==> src/rtl/seq_lookahead_addsub_pkg.sv <==
// Shared definitions for the sequential lookahead adder/subtractor.
//   - SLICE_W : width of the datapath slice processed per cycle
//   - state_e : FSM state encoding
package seq_lookahead_addsub_pkg;

  localparam int unsigned SLICE_W = 8;

  typedef enum logic [1:0] {
    IDLE = 2'd0,
    RUN  = 2'd1,
    DONE = 2'd2
  } state_e;

endpackage

==> src/rtl/seq_lookahead_addsub_cla8_slice.sv <==
// 8-bit carry-lookahead adder slice, purely combinational.
// Ports:
//   x, y : 8-bit addends
//   cin  : carry in
//   sum  : 8-bit sum
//   cout : carry out of bit 7
module cla8_slice
  import seq_lookahead_addsub_pkg::*;
(
  input  logic [SLICE_W-1:0] x,
  input  logic [SLICE_W-1:0] y,
  input  logic               cin,
  output logic [SLICE_W-1:0] sum,
  output logic               cout
);

  logic [SLICE_W-1:0] w_g;
  logic [SLICE_W-1:0] w_p;
  logic [SLICE_W:0]   w_c;

  assign w_g = x & y;
  assign w_p = x ^ y;

  // Each carry is built as its fully expanded sum of products:
  // c[i+1] = g[i] | p[i]g[i-1] | ... | p[i..0]cin, so no carry depends on another.
  always_comb begin
    logic v_term;
    logic v_pprod;
    w_c    = '0;
    w_c[0] = cin;
    for (int i = 0; i < SLICE_W; i++) begin
      v_term  = 1'b0;
      v_pprod = 1'b1;
      for (int j = i; j >= 0; j--) begin
        v_term  = v_term | (w_g[j] & v_pprod);
        v_pprod = v_pprod & w_p[j];
      end
      w_c[i+1] = v_term | (v_pprod & cin);
    end
  end

  assign sum  = w_p ^ w_c[SLICE_W-1:0];
  assign cout = w_c[SLICE_W];

endmodule

==> src/rtl/seq_lookahead_addsub.sv <==
// Multi-cycle WIDTH-bit adder/subtractor. One 8-bit lookahead slice is
// evaluated per cycle, least-significant first, with the inter-slice carry
// held in a register. Subtraction is A + ~B + 1.
// Ports:
//   clk, rst            : clock, asynchronous active-high reset
//   in_valid/in_ready   : operand handshake (op_sub, a, b sampled on accept)
//   out_valid/out_ready : result handshake
//   result              : sum/difference modulo 2^WIDTH
//   carry_out, borrow   : raw MSB carry, and op_sub & ~carry_out
//   overflow, zero      : signed overflow, result == 0
// WIDTH must be a multiple of 8 and at least 8.
module seq_lookahead_addsub
  import seq_lookahead_addsub_pkg::*;
#(
  parameter int unsigned WIDTH = 32
) (
  input  logic             clk,
  input  logic             rst,
  input  logic             in_valid,
  output logic             in_ready,
  input  logic             op_sub,
  input  logic [WIDTH-1:0] a,
  input  logic [WIDTH-1:0] b,
  output logic             out_valid,
  input  logic             out_ready,
  output logic [WIDTH-1:0] result,
  output logic             carry_out,
  output logic             borrow,
  output logic             overflow,
  output logic             zero
);

  localparam int unsigned SLICES = WIDTH / SLICE_W;
  localparam int unsigned CNT_W  = (SLICES > 1) ? $clog2(SLICES) : 1;
  localparam logic [CNT_W-1:0] LAST_CNT = CNT_W'(SLICES - 1);

  state_e             r_state;
  logic [WIDTH-1:0]   r_a;
  logic [WIDTH-1:0]   r_b;
  logic [WIDTH-1:0]   r_res;
  logic               r_carry;
  logic [CNT_W-1:0]   r_cnt;
  logic               r_op_sub;
  logic               r_sign_a;
  logic               r_sign_b;
  logic               r_in_ready;
  logic               r_out_valid;
  logic [WIDTH-1:0]   r_result;
  logic               r_carry_out;
  logic               r_borrow;
  logic               r_overflow;
  logic               r_zero;

  logic [SLICE_W-1:0] w_sum;
  logic               w_cout;
  logic [WIDTH-1:0]   w_res_next;
  logic [WIDTH-1:0]   w_b_eff;

  cla8_slice u_slice (
    .x    (r_a[SLICE_W-1:0]),
    .y    (r_b[SLICE_W-1:0]),
    .cin  (r_carry),
    .sum  (w_sum),
    .cout (w_cout)
  );

  // New slice enters at the top; after SLICES shifts the sum is in place.
  if (SLICES == 1) begin : g_one_slice
    assign w_res_next = w_sum;
  end else begin : g_multi_slice
    assign w_res_next = {w_sum, r_res[WIDTH-1:SLICE_W]};
  end

  assign w_b_eff = op_sub ? ~b : b;

  always_ff @(posedge clk or posedge rst) begin
    if (rst) begin
      r_state     <= IDLE;
      r_a         <= '0;
      r_b         <= '0;
      r_res       <= '0;
      r_carry     <= 1'b0;
      r_cnt       <= '0;
      r_op_sub    <= 1'b0;
      r_sign_a    <= 1'b0;
      r_sign_b    <= 1'b0;
      r_in_ready  <= 1'b1;
      r_out_valid <= 1'b0;
      r_result    <= '0;
      r_carry_out <= 1'b0;
      r_borrow    <= 1'b0;
      r_overflow  <= 1'b0;
      r_zero      <= 1'b0;
    end else begin
      unique case (r_state)
        IDLE: begin
          if (in_valid) begin
            r_a        <= a;
            r_b        <= w_b_eff;
            r_op_sub   <= op_sub;
            r_sign_a   <= a[WIDTH-1];
            r_sign_b   <= w_b_eff[WIDTH-1];
            r_carry    <= op_sub;  // the +1 of two's-complement negation
            r_cnt      <= '0;
            r_in_ready <= 1'b0;
            r_state    <= RUN;
          end
        end
        RUN: begin
          r_a     <= r_a >> SLICE_W;
          r_b     <= r_b >> SLICE_W;
          r_res   <= w_res_next;
          r_carry <= w_cout;
          r_cnt   <= r_cnt + CNT_W'(1);
          if (r_cnt == LAST_CNT) begin
            // Visible outputs update only here so they hold between results.
            r_result    <= w_res_next;
            r_carry_out <= w_cout;
            r_borrow    <= r_op_sub & ~w_cout;
            r_overflow  <= (r_sign_a == r_sign_b) & (w_res_next[WIDTH-1] != r_sign_a);
            r_zero      <= ~|w_res_next;
            r_out_valid <= 1'b1;
            r_state     <= DONE;
          end
        end
        DONE: begin
          if (out_ready) begin
            r_out_valid <= 1'b0;
            r_in_ready  <= 1'b1;
            r_state     <= IDLE;
          end
        end
        default: begin
          r_out_valid <= 1'b0;
          r_in_ready  <= 1'b1;
          r_state     <= IDLE;
        end
      endcase
    end
  end

  assign in_ready  = r_in_ready;
  assign out_valid = r_out_valid;
  assign result    = r_result;
  assign carry_out = r_carry_out;
  assign borrow    = r_borrow;
  assign overflow  = r_overflow;
  assign zero      = r_zero;

endmodule
==> config.mk <==
export PLATFORM = sky130hd
export DESIGN_NAME = seq_lookahead_addsub
export DESIGN_NICKNAME = d
export VERILOG_FILES = /design/src/rtl/seq_lookahead_addsub_pkg.sv /design/src/rtl/seq_lookahead_addsub_cla8_slice.sv /design/src/rtl/seq_lookahead_addsub.sv
export SDC_FILE = /design/constraint.sdc
export NUM_CORES = 1
export LEC_CHECK = 0
export ABC_AREA = 0
export BUFFER_PORTS_ARGS = -buffer_cell sky130_fd_sc_hd__buf_2
export CAP_MARGIN = 30
export CORE_ASPECT_RATIO = 0.9
export CORE_MARGIN = 4
export CORE_UTILIZATION = 50
export DETAILED_ROUTE_END_ITERATION = 7
export GPL_ROUTABILITY_DRIVEN = 0
export PLACE_DENSITY = 0.76
export SLEW_MARGIN = 25
export SYNTH_ARGS = -nofsm -noshare
export SYNTH_HDL_FRONTEND = slang
export SYNTH_SLANG_ARGS = --single-unit
==> constraint.sdc <==
create_clock -name clk -period 4 [get_ports clk]
set_clock_uncertainty 0.15 [all_clocks]
set_input_delay 0.6 -clock clk [delete_from_list [all_inputs] [get_ports clk]]
set_output_delay 0.6 -clock clk [all_outputs]
set_load 0.01 [all_outputs]
After elaboration in Yosys (flattened, before gate mapping) --
Cells that the tools add are included.
Cells by class: eq/ne operators 8, order comparisons 0, add/subtract/negate cells 1, bitwise gates (word level) 109, reduce and logical (&&, ||, !) cells 10, shift operators 0, div/mod/pow operators 0, multiplexer cells 19, multiply operators 0
Operators by type and width (count):
- $pmux W32 S2 | 2
- $mux W32 | 3
- $and A1 B1 Y1 | 66
- $or A1 B1 Y1 | 36
- $not A32 Y32 | 1
- $reduce_or A32 Y1 | 1
- $xor A8 B8 Y8 | 2
- $reduce_and A3 Y1 | 3
- $and A8 B8 Y8 | 1
- $mux W2 | 4
- $ne A2 B2 Y1 const B | 3
- $pmux W1 S3 | 2
- $pmux W2 S3 | 1
- $reduce_and A2 Y1 | 3
- $mux W1 | 5
- $eq A2 B2 Y1 const B | 2
- $pmux W2 S2 | 1
- $not A1 Y1 | 3
- $add A2 B1 Y2 const B | 1
- $eq A2 B1 Y1 const B | 1
- $logic_not A2 Y1 | 1
- $pmux W1 S2 | 1
- $reduce_bool A2 Y1 | 1
- $eq A1 B1 Y1 | 1
- 2 further kinds | 2
Word-level totals: RAM bits 0, register bits 142, memories kept 0, bits in latches 0, output and inout port bits 38, bits in read-only memories 0

Longest topological paths before layout --
Gate-level depths: netlist of run 1.
word-level depth 12, depth in mapped cells 8

Cells and area by module --
From an unflattened synthesis of run 1, not the netlist that was laid out.
Second synthesis, totals: cells, all modules 540, area, all modules 6262.3 um^2
Modules (own cells, without submodules):
- seq_lookahead_addsub | area each 5925.7 um^2, seq. area each 3354.5 um^2, times used 1, cells each 499
- cla8_slice | area each 336.6 um^2, seq. area each 0.0 um^2, times used 1, cells each 41

Least setup slack after synthesis of run 1 --
Ideal clock, no wire load.
kind register to register, from register r_a[2], to register r_zero, in the netlist zero, setup time 0.122 ns, arrival 2.050 ns, cell stages (with the launch flop) 8, required time 3.728 ns, slack 1.678 ns, cells stage by stage dfrtp_1 > ha_1 > and3_1 > a221oi_2 > a211oi_1 > o21a_1 > or2_1 > a32o_1
Between the ends: longest elaborated chain between the ends 9
RTL lines:
- start, declared | line seq_lookahead_addsub.sv:38 | logic [WIDTH-1:0] r_a;
- start signal, assigned | line seq_lookahead_addsub.sv:110 | r_a <= r_a >> SLICE_W;
- $and A8 B8 Y8 / $xor A8 B8 Y8 (equally long branches) | line seq_lookahead_addsub_cla8_slice.sv:21, seq_lookahead_addsub_cla8_slice.sv:22
- $and A1 B1 Y1 (on tied branches) | line seq_lookahead_addsub_cla8_slice.sv:35, seq_lookahead_addsub_cla8_slice.sv:36
- $or A1 B1 Y1, or another cell as far along (2 in series) | line seq_lookahead_addsub_cla8_slice.sv:35 | v_term = v_term | (w_g[j] & v_pprod);
- $or A1 B1 Y1 / $and A1 B1 Y1 (equally long branches) | line seq_lookahead_addsub_cla8_slice.sv:35, seq_lookahead_addsub_cla8_slice.sv:38
- $or A1 B1 Y1 | line seq_lookahead_addsub_cla8_slice.sv:38 | w_c[i+1] = v_term | (v_pprod & cin);
- $xor A8 B8 Y8 * | line seq_lookahead_addsub_cla8_slice.sv:42 | assign sum = w_p ^ w_c[SLICE_W-1:0];
- $reduce_or A32 Y1 * | line seq_lookahead_addsub.sv:121 | r_zero <= ~|w_res_next;
- $logic_not A1 Y1 * | line seq_lookahead_addsub.sv:121
- end signal, assigned | line seq_lookahead_addsub.sv:121
- end, declared | line seq_lookahead_addsub.sv:52 | logic r_zero;
Every way passes the cells marked *; elsewhere a longest branch is shown, timed or not. A chain may end at the register's enable or synchronous reset.

Worst setup path after layout of run 1 --
from register r_state[0], to register r_overflow, in the netlist overflow
Between the ends: longest elaborated chain between the ends 2
RTL lines:
- start, declared | line seq_lookahead_addsub.sv:37 | state_e r_state;
- start signal, assigned | line seq_lookahead_addsub.sv:78 | r_state <= IDLE;
- start signal, assigned | line seq_lookahead_addsub.sv:106 | r_state <= RUN;
- start signal, assigned | line seq_lookahead_addsub.sv:123 | r_state <= DONE;
- $eq A2 B1 Y1 | line seq_lookahead_addsub.sv:95 | unique case (r_state)
- $reduce_and A2 Y1 (no source line)
- end signal, assigned | line seq_lookahead_addsub.sv:120 | r_overflow <= (r_sign_a == r_sign_b) & (w_res_next[WIDTH-1] != r_sign_a);
- end, declared | line seq_lookahead_addsub.sv:51 | logic r_overflow;
No other way between the ends.

==> results of run 1 <==
cells by family (layout without fill, tap and decap cells):
group / after synthesis / in the layout / synth area share [%]
and+or+nand+nor: 239 / 239 / 16.4
DFF: 134 / 134 / 56.7
AOI/OAI and AO/OA: 94 / 94 / 11.3
buffers and inverters: 46 / 152 / 3.15
xor gates and xnor gates: 38 / 38 / 5.62
muxes: 24 / 24 / 4.57
adders and majority gates: 10 / 10 / 2.24
state kept, by name, summed over array words and instances (netlist names):
| register | count |
|---|---|
| out_valid | 1 |
| r_state | 2 |
| r_sign_b | 1 |
| r_b | 32 |
| r_cnt | 2 |
| r_sign_a | 1 |
| borrow | 1 |
| r_a | 32 |
| overflow | 1 |
| result | 32 |
| r_carry | 1 |
| in_ready | 1 |
| r_op_sub | 1 |
| carry_out | 1 |
| zero | 1 |
| r_res | 24 |
area by class of cell:
type                            instances  area [um2]
Sequential cell                       134        3350
Multi-Input combinational cell        405        2400
Timing Repair Buffer                  115         634
Inverter                                7        30.0
Tap cell                              156         195
Fill cell                             945        4250
Clock buffer                           21         470
Clock inverter                          9         150
worst max path at each step:
stage	start	to	slack, ns	cells past startpoint
floorplan	rst	borrow	1.59	1
global placement	r_state[0]	overflow	1.25	6
detailed placement	r_state[0]	overflow	1.20	6
CTS	r_state[0]	overflow	1.17	6
global route	r_state[0]	zero	0.82	7
finish	r_state[0]	overflow	1.12	6
cell usage after synthesis, types with 4 or more instances:
cell,number,area [um2]
nor4_1,4,25.0
nand2_1,147,552
clkbuf_1,27,101
nand3_1,16,80.1
xnor2_1,35,307
mux2_2,24,270
a31oi_1,24,150
a21oi_1,5,25.0
dfrtp_1,133,3330
a221o_1,24,240
ha_1,9,113
nor2_1,57,214
o21ai_0,27,135
inv_1,7,26.3
buf_1,5,18.8
buf_2,5,25.0
where the power goes:
part           switching [mW]  internal (mW)
Combinational            1.50           1.03
Clock                   0.551           1.08
Sequential              0.473           2.01
Total                    2.52           4.12
metal layers:
metal | track usage [%] | share of wire [%] | vias up
met1 | 29.6 | 44 | 2265
met3 | 4.69 | 6.2 | 19
li1 | - | - | 2185
met2 | 33.4 | 48 | 161
met5 | 0 | 0 | -
met4 | 6.64 | 1.3 | 0
per-stage QoR:
step,cell area [um2],hold WS [ns],setup WS [ns],utilization (%),power [mW]
after global placement,6570,0.308,1.25,57.2,4.85
after floorplan,5920,0.288,1.59,-,4.19
after detailed placement,6580,0.315,1.20,57.3,4.98
final,7230,0.116,1.12,63.0,6.64
after CTS,7200,0.225,1.17,62.7,6.66
after global routing,7230,0.153,0.818,63.0,7.11
critical path: cells and delay by family (launching register included):
family | cells | cell delay [ns]
buffers and inverters | 1 | 0.42
AND/OR/NAND/NOR | 5 | 1.71
flip-flops | 1 | 0.52
cells in the final DEF (no fill, tap or decap), types with 9 or more instances in the layout:
cell type  count
clkbuf_16     17
a31oi_1       24
xnor2_1       35
ha_1           9
mux2_2        24
dfrtp_1      133
nand3_1       16
buf_2        106
nand2_1      146
nor2_1        56
o21ai_0       27
a221o_1       24
==> run metrics, run 1 <==
power per cell area 918 nW/um2; diode count 0; post-route ant nets 0; DRC viols 0; syn_nets 664; Pins Over Slew Limit 0; Required @ worst endpoint 4.19 ns; Setup Total Neg Slack 0 ns; via count between 4000 and 5000; synthesized cell area 5920 um2; Reg2Reg Setup Slack between 1 and 1.5 ns; Leakage approximately 3.5 nW; vias in the first global route 4661; cells after synthesis 585; DRT Pass-1 Iters 5; Max-Cap Viols 0; sequential area share after synthesis about 57%; Inserted Clock Buffers 17; H-Tree Depth 4; Async SR Flop Fraction 100%; Max Fclk 347 MHz; slowest CP cell nand2_1; Worst Setup Path Type flip-flop to flip-flop; Die Wd roughly 120 um; Root Driver clkbuf_16; Die H around 110 um; worst-path cell chain nor2b_4 -> buf_4 -> nand2_1 -> or3_1 -> or3_1 -> nand3_1; first-pass GRT wire length 23000 um; RR Startpoint r_state[0]; postcts setup bufs 0; critical path peak fanout 47; unrepaired setup endpoints after global routing no; synth unique cells 42; Final Cycle Share between 70% and 80%; initial antenna violation count 0; R2R Path End overflow; Worst Tran Pin Value ~0.92 ns; Slew Limit Headroom between 30% and 40%; GRT overflow 0; starting DRC count in detailed routing a little over 400; minimum clock period approximately 2.9 ns; Synth Area per Inst roughly 10 um2; crit-path max cell delay 0.62 ns; Peak VDD IR 0.000496 V; Hold-fix buffers, CTS 0; maximum number of pins on one net before global-route repair between 70 and 80; run status finished clean; row count 37; worst-skew pair later-pin latency slightly above 0.4 ns; Worst path most repeated cell or3_1; Core Area 11500 um2; CTS max path bufs 2; share of post-route cells with drive strength above 1 around a quarter; fin nets 759; die area around 14000 um2; detail-routed net length per standard cell around 16 um; Area Growth Syn to Fin 22.2%; Placed Instances roughly 820; final non-filler cell total between 800 and 900; R2R depth 6; Sink Count around 130; flops & latches, synth roughly 130; Crit. End Element flip-flop; number of synthesis warnings 0; Setup-failing EPs final 0; IO Count between 100 and 150; Post-DP HPWL 9200 um; CP startpoint kind flip-flop; CTS tree built; EDFF count, synth 0; Initial Utilization between 50% and 60%; endpoints failing hold 0; ys flop type dfrtp_1; Vias/cell 5.47; I/O Buffers ~110; crit path DAT around 3.1 ns; drt total wl around 14000 um; Hold Path Class input pin to asynchronous set/reset pin; GR Util All Layers 21.3%; CTS clk-pin slew, worst paths 0.05 ns; post-cts sizing count 0
Note: power is estimated with default switching activity, not from simulation.
==> inputs of run 2 (changes only) <==
--- a/config.mk
+++ b/config.mk
@@ -5,12 +5,12 @@
 export SDC_FILE = /design/constraint.sdc
 export NUM_CORES = 1
 export LEC_CHECK = 0
-export ABC_AREA = 0
+export ABC_AREA = 1
 export BUFFER_PORTS_ARGS = -buffer_cell sky130_fd_sc_hd__buf_2
 export CAP_MARGIN = 30
 export CORE_ASPECT_RATIO = 0.9
 export CORE_MARGIN = 4
-export CORE_UTILIZATION = 50
+export CORE_UTILIZATION = 51
 export DETAILED_ROUTE_END_ITERATION = 7
 export GPL_ROUTABILITY_DRIVEN = 0
 export PLACE_DENSITY = 0.76
==> constraint.sdc (replaced) <==
create_clock -name clk -period 2.4 [get_ports clk]
set_clock_uncertainty 0.15 [all_clocks]
set_input_delay 0.36 -clock clk [delete_from_list [all_inputs] [get_ports clk]]
set_output_delay 0.36 -clock clk [all_outputs]
set_load 0.01 [all_outputs]
==> run metrics, run 2 <==
I/O Buffers 106 (unchanged); number of synthesis warnings 0 (unchanged); Die H 114 um (was 111 um); Vias/cell 5.27 (was 5.47); Setup Total Neg Slack 0 ns (unchanged); CTS max path bufs 2 (unchanged); synth unique cells 35 (was 42); GR Util All Layers 21.1% (was 21.3%); worst-skew pair later-pin latency 0.42 ns (was 0.41 ns); Core Area 12100 um2 (was 11500 um2); synthesized cell area 6320 um2 (was 5920 um2); maximum number of pins on one net before global-route repair 135 (was 74); sequential area share after synthesis 53.0% (was 56.7%); Hold Path Class input pin to asynchronous set/reset pin (unchanged); initial antenna violation count 0 (unchanged); crit path DAT 2.17 ns (was 3.07 ns); Peak VDD IR 0.000940 V (was 0.000496 V); Final Cycle Share 84.0% (was 72.0%); ys flop type dfrtp_1 (unchanged); die area 14200 um2 (was 13600 um2); count leader, synth nand2_1 (unchanged); Leakage 3.73 nW (was 3.54 nW); drt total wl 14100 um (was 13800 um); share of the synthesized area in the top cell type 52.6% (was 56.2%); power per cell area 1530 nW/um2 (was 918 nW/um2); fin nets 859 (was 759); Worst Tran Pin Value 0.837 ns (was 0.921 ns); Area Growth Syn to Fin 20.1% (was 22.2%); Inserted Clock Buffers 17 (unchanged); row count 38 (was 37); GRT overflow 0 (unchanged); post-synth top area cell dfrtp_1 (unchanged); detail-routed net length per standard cell 14.8 um (was 16.2 um); top cells by area, synth dfrtp_1 53%, nand2_1 10%, a221oi_2 5.7% (was dfrtp_1 56%, nand2_1 9.3%, xnor2_1 5.2%); CTS tree built (unchanged); starting DRC count in detailed routing 275 (was 414); share of post-route cells with drive strength above 1 23.3% (was 25.5%); Die Wd 125 um (was 123 um); Initial Utilization 52.4% (was 51.5%); Root Driver clkbuf_16 (unchanged); run status finished, violations left (was finished clean); unrepaired setup endpoints after global routing no (unchanged); postcts setup bufs 0 (unchanged); DRC viols 0 (unchanged); Required @ worst endpoint 2.56 ns (was 4.19 ns); Worst Setup Path Type flip-flop to flip-flop (unchanged); diode count 0 (unchanged); CP startpoint kind flip-flop (unchanged); minimum clock period 2.02 ns (was 2.88 ns); Max-Cap Viols 0 (unchanged); first-pass GRT wire length 24300 um (was 23000 um); cells after synthesis 678 (was 585); endpoints failing hold 16 (was 0); CTS clk-pin slew, worst paths 0.06 ns (was 0.05 ns); Setup-failing EPs final 0 (unchanged); Sink Count 134 (unchanged); Max Fclk 496 MHz (was 347 MHz); Post-Route Utilization 62.9% (was 63.0%); EDFF count, synth 0 (unchanged); Pins Over Slew Limit 0 (unchanged); vias in the first global route 5076 (was 4661); Post-DP HPWL 9420 um (was 9200 um); Slew Limit Headroom 44.1% (was 38.6%); Synth Area per Inst 9.33 um2 (was 10.1 um2); via count 5020 (was 4630); Crit. End Element flip-flop (unchanged); Hold WS -0.0376 ns (was 0.116 ns); commonest non-fill, non-tap cells in the layout 175 x nand2_1, 133 x dfrtp_1, 106 x buf_2 (was 146 x nand2_1, 133 x dfrtp_1, 106 x buf_2); IO Count 107 (unchanged); Async SR Flop Fraction 100% (unchanged); syn_nets 757 (was 664); violated checks negative hold slack; commonest cells in the synthesized netlist 175 x nand2_1, 133 x dfrtp_1, 84 x inv_1 (was 147 x nand2_1, 133 x dfrtp_1, 57 x nor2_1); flops & latches, synth 134 (unchanged); DRT Pass-1 Iters 5 (unchanged); critical path peak fanout 6 (was 47); post-route ant nets 0 (unchanged); H-Tree Depth 4 (unchanged); commonest non-fill, non-tap cell in the layout nand2_1 (unchanged)
==> run 2: changes by cell type after synthesis, moves of 21 or more <==
| cell | previous run | this run |
|---|---|---|
| a221o_1 | 24 | 0 |
| a221oi_2 | 1 | 24 |
| a31oi_1 | 24 | 0 |
| inv_1 | 7 | 84 |
| mux2_2 | 24 | 0 |
| nand2_1 | 147 | 175 |
| nor2_1 | 57 | 19 |
| nor3_1 | 3 | 24 |
| o21ai_0 | 27 | 57 |
==> run 2: area by class of cell <==
cell class / count / area [um2]
clock buffers: 21 / 460
multi-input cells: 418 / 2420
fillers: 995 / 4480
clock inverters: 11 / 148
repair buffers: 120 / 673
flip-flops and latches: 134 / 3350
well taps: 160 / 200
inverters: 89 / 338
==> run 2: cells by family after synthesis <==
group | after synthesis | share of synthesized area (%)
AO/OA/AOI/OAI | 127 | 15.2
buffers and inverters | 126 | 8.63
AND/OR/NAND/NOR | 250 | 16.7
adder cells (fa/ha/maj) | 10 | 2.10
flip-flops | 134 | 53.0
XOR/XNOR | 31 | 4.29
==> run 2: routing by layer <==
metal / vias up / global-route usage (%) / routed length, um
met1: 2399 / 28.6 / 6430
met2: 167 / 33.4 / 6520
met3: 23 / 5.24 / 910
met5: - / 0 / 0
li1: 2431 / - / -
met4: 0 / 7.51 / 242
==> run 2: path summary, 6_finish.rpt <==
kind,from,to,slack [ns],cells after the start
setup reg to reg,r_a[3],zero,0.38,11
hold reg to reg,result[28],result[28],0.32,2
setup / recovery,r_a[3],zero,0.38,11
max in group asynchronous,rst,r_b[11],1.56,3
min in group clk,a[30],r_a[30],0.02,3
hold / removal,rst,overflow,-0.04,3
==> run 2: critical path, stage by stage (launching register included) <==
cell	delay (ns)
dfrtp_1	0.40
ha_1	0.39
nand2_1	0.10
nand2_1	0.07
a21oi_1	0.17
nand2_1	0.10
nand2_1	0.08
nand2_1	0.08
nand2_1	0.06
nand2_1	0.13
nand4_1	0.12
nand2_1	0.05
==> run 2: where the power goes <==
part	switching, mW	total [mW]	internal (mW)
Combinational	3.24	5.09	1.85
Sequential	0.533	3.86	3.33
Clock	0.960	2.65	1.69
Total	4.73	11.6	6.87
==> run 2: what timing repair did <==
item,4_1_cts,5_1_grt
hold buffers,5,0
endpoints found under the hold margin,5,0
endpoints found under the setup margin,0,0
resized for setup,0,0
==> run 2: stage by stage <==
| stage | setup WS, ns | hold WS, ns | cell area (um2) | power, mW | cells |
|---|---|---|---|---|---|
| 3_3_place_gp | 0.467 | 0.303 | 6940 | 8.71 | 916 |
| 6_report | 0.383 | -0.0376 | 7600 | 11.6 | 953 |
| 4_1_cts | 0.401 | 0.00158 | 7600 | 11.7 | 953 |
| 3_5_place_dp | 0.415 | 0.315 | 6940 | 8.92 | 916 |
| 5_1_grt | 0.166 | 0.0214 | 7600 | 12.6 | 953 |
| 2_1_floorplan | 0.226 | 0.299 | 6330 | 7.68 | 678 |
==> inputs of run 3 (changes only) <==
--- a/config.mk
+++ b/config.mk
@@ -5,12 +5,12 @@
 export SDC_FILE = /design/constraint.sdc
 export NUM_CORES = 1
 export LEC_CHECK = 0
-export ABC_AREA = 1
+export ABC_AREA = 0
 export BUFFER_PORTS_ARGS = -buffer_cell sky130_fd_sc_hd__buf_2
 export CAP_MARGIN = 30
 export CORE_ASPECT_RATIO = 0.9
 export CORE_MARGIN = 4
-export CORE_UTILIZATION = 51
+export CORE_UTILIZATION = 50
 export DETAILED_ROUTE_END_ITERATION = 7
 export GPL_ROUTABILITY_DRIVEN = 0
 export PLACE_DENSITY = 0.76
==> constraint.sdc (replaced) <==
create_clock -name clk -period 1.8 [get_ports clk]
set_clock_uncertainty 0.15 [all_clocks]
set_input_delay 0.27 -clock clk [delete_from_list [all_inputs] [get_ports clk]]
set_output_delay 0.27 -clock clk [all_outputs]
set_load 0.01 [all_outputs]
==> run metrics, run 3 (synthesis gave the netlist of run 1 again) <==
initial antenna violation count 0 (unchanged); Peak VDD IR 0.00100 V (was 0.000940 V); first-pass GRT wire length 26100 um (was 24300 um); total power 16.9 mW (was 11.6 mW); violated checks negative setup slack (was negative hold slack); maximum number of pins on one net before global-route repair 95 (was 135); Sink Count 134 (unchanged); met2 WL post-DR 8070 um (was 6520 um); M1 wire length 6630 um (was 6430 um); run status finished, violations left (unchanged); vias in the first global route 5298 (was 5076); Vias/cell 5.46 (was 5.27); Final Cycle Share 130% (was 84.0%); met3 routed WL 1050 um (was 910 um); critical hold path startpoint b[24]; CP startpoint kind flip-flop (unchanged); via count 5084 (was 5020); post-route ant nets 0 (unchanged); starting DRC count in detailed routing 414 (was 275); minimum clock period 2.35 ns (was 2.02 ns); Max-Cap Viols 0 (unchanged); RR Startpoint r_a[0] (was r_a[3]); detail-routed net length per standard cell 17.2 um (was 14.8 um); Required @ worst endpoint 2.00 ns (was 2.56 ns); commonest non-fill, non-tap cells in the layout 146 x nand2_1, 133 x dfrtp_1, 106 x buf_2 (was 175 x nand2_1, 133 x dfrtp_1, 106 x buf_2); Hold WS 0.0177 ns (was -0.0376 ns); Hold Path Class input pin to flip-flop (was input pin to asynchronous set/reset pin); Leakage 3.97 nW (was 3.73 nW); Post-DP HPWL 10200 um (was 9420 um); Slew Limit Headroom 63.1% (was 44.1%); fin nets 841 (was 859); critical path peak fanout 3 (was 6); Worst Setup Path Type flip-flop to flip-flop (unchanged); Inserted Clock Buffers 17 (unchanged); row count 37 (was 38); Initial Utilization 51.5% (was 52.4%); beginning of the critical path r_a[0] (was r_a[3]); die area 13600 um2 (was 14200 um2); Setup-failing EPs final 17 (was 0); DRC viols 0 (unchanged); Pins Over Slew Limit 0 (unchanged); CTS max path bufs 2 (unchanged); H-Tree Depth 4 (unchanged); unrepaired setup endpoints after global routing yes (was no); Core Area 11500 um2 (was 12100 um2); final non-filler cell total 931 (was 953); worst-path cell chain ha_1 -> a21o_1 -> a221oi_4 -> a211oi_2 -> o21a_1 -> buf_4 -> or3_4 -> nand3_2 (was ha_1 -> nand2_1 -> nand2_1 -> a21oi_1 -> nand2_1 -> nand2_1 -> nand2_1 -> nand2_1 -> nand2_1 -> nand4_1 -> nand2_1); GR Util All Layers 24.3% (was 21.1%); Worst Tran Pin Value 0.548 ns (was 0.837 ns); Root Driver clkbuf_16 (unchanged); CTS clk-pin slew, worst paths 0.06 ns (about the same); Area Growth Syn to Fin 37.6% (was 20.1%); IO Count 107 (unchanged); Placed Instances 858 (was 916); DRT Pass-1 Iters 5 (unchanged); highest routed layer met4 (unchanged); crit-path max cell delay 0.40 ns (about the same); Max Fclk 426 MHz (was 496 MHz); share of post-route cells with drive strength above 1 31.9% (was 23.3%); fill cell count 791 (was 995); Die H 111 um (was 114 um); drt total wl 16000 um (was 14100 um); power per cell area 2080 nW/um2 (was 1530 nW/um2); endpoints failing hold 0 (was 16); GRT overflow 0 (unchanged); slowest CP cell dfrtp_1 (unchanged); worst-skew pair later-pin latency 0.41 ns (was 0.42 ns); CTS tree built (unchanged); PnR worst setup slack -0.545 ns (was 0.383 ns); I/O Buffers 106 (unchanged); commonest non-fill, non-tap cell in the layout nand2_1 (unchanged); diode count 0 (unchanged); Die Wd 123 um (was 125 um); crit path DAT 2.54 ns (was 2.17 ns); Crit. End Element flip-flop (unchanged)
run 3: cell count changes in the layout (fill, tap and decap cells not counted), moves of 29 or more:
cell | previous run | this run
inv_1 | 83 | 6
o21ai_0 | 57 | 12
nor2_1 | 19 | 55
nand2_1 | 175 | 146
buf_4 | 7 | 46
dlygate4sd3_1 | 5 | 34
run 3: critical path, delay by kind of cell (launching register included):
family,cells,cell delay (ns)
compound gates,4,0.88
fa+ha+maj,1,0.31
buf+inv,1,0.15
flops,1,0.40
simple gates,2,0.39
run 3: area by class of cell:
class | instances | area, um2 | area share, %
Clock buffer | 20 | 457 | 5.61
Clock inverter | 12 | 153 | 1.87
Inverter | 7 | 30.0 | 0.369
Multi-Input combinational cell | 405 | 2540 | 31.2
Sequential cell | 134 | 3350 | 41.2
Tap cell | 156 | 195 | 2.40
Timing Repair Buffer | 197 | 1420 | 17.4
run 3: metrics by stage:
| stage | TNS (ns) | utilization [%] | cell area (um2) | setup slack [ns] |
|---|---|---|---|---|
| 2_1_floorplan | -40.06 | - | 5980 | -0.440 |
| 3_3_place_gp | -4.21 | 61.2 | 7030 | -0.471 |
| 3_5_place_dp | -5.00 | 61.2 | 7030 | -0.512 |
| 4_1_cts | -5.11 | 70.3 | 8070 | -0.486 |
| 5_1_grt | -7.31 | 70.9 | 8140 | -0.617 |
| 6_report | -6.03 | 70.9 | 8140 | -0.545 |
run 3: worst paths after layout:
path	to	slack, ns	cells after the start
setup / recovery	overflow	-0.55	8
hold / removal	r_b[24]	0.02	3
setup reg to reg	overflow	-0.55	8
hold reg to reg	r_op_sub	0.32	2
max in group asynchronous	in_ready	0.71	4
min in group asynchronous	r_a[17]	0.35	4
run 3: metal layers:
metal / GRT usage, % / vias to the layer above
met5: 0 / -
met4: 7.54 / 0
met3: 6.63 / 26
met2: 39.6 / 213
met1: 31.6 / 2491
li1: - / 2354
run 3: power breakdown:
group	internal [mW]	switching [mW]	leakage (nW)
logic	3.82	4.15	2.02
registers	4.46	1.00	1.67
clock network	2.25	1.27	0.288
total	10.5	6.42	3.97
run 3: what timing repair did:
| action | CTS | global route |
|---|---|---|
| hold endpoints to repair | 167 | 0 |
| pin swaps | 10 | 8 |
| setup endpoints to repair | 16 | 36 |
| gates resized for setup | 23 | 10 |
| cloned | 0 | 1 |
| hold buffers | 34 | 0 |
| setup buffers | 5 | 3 |
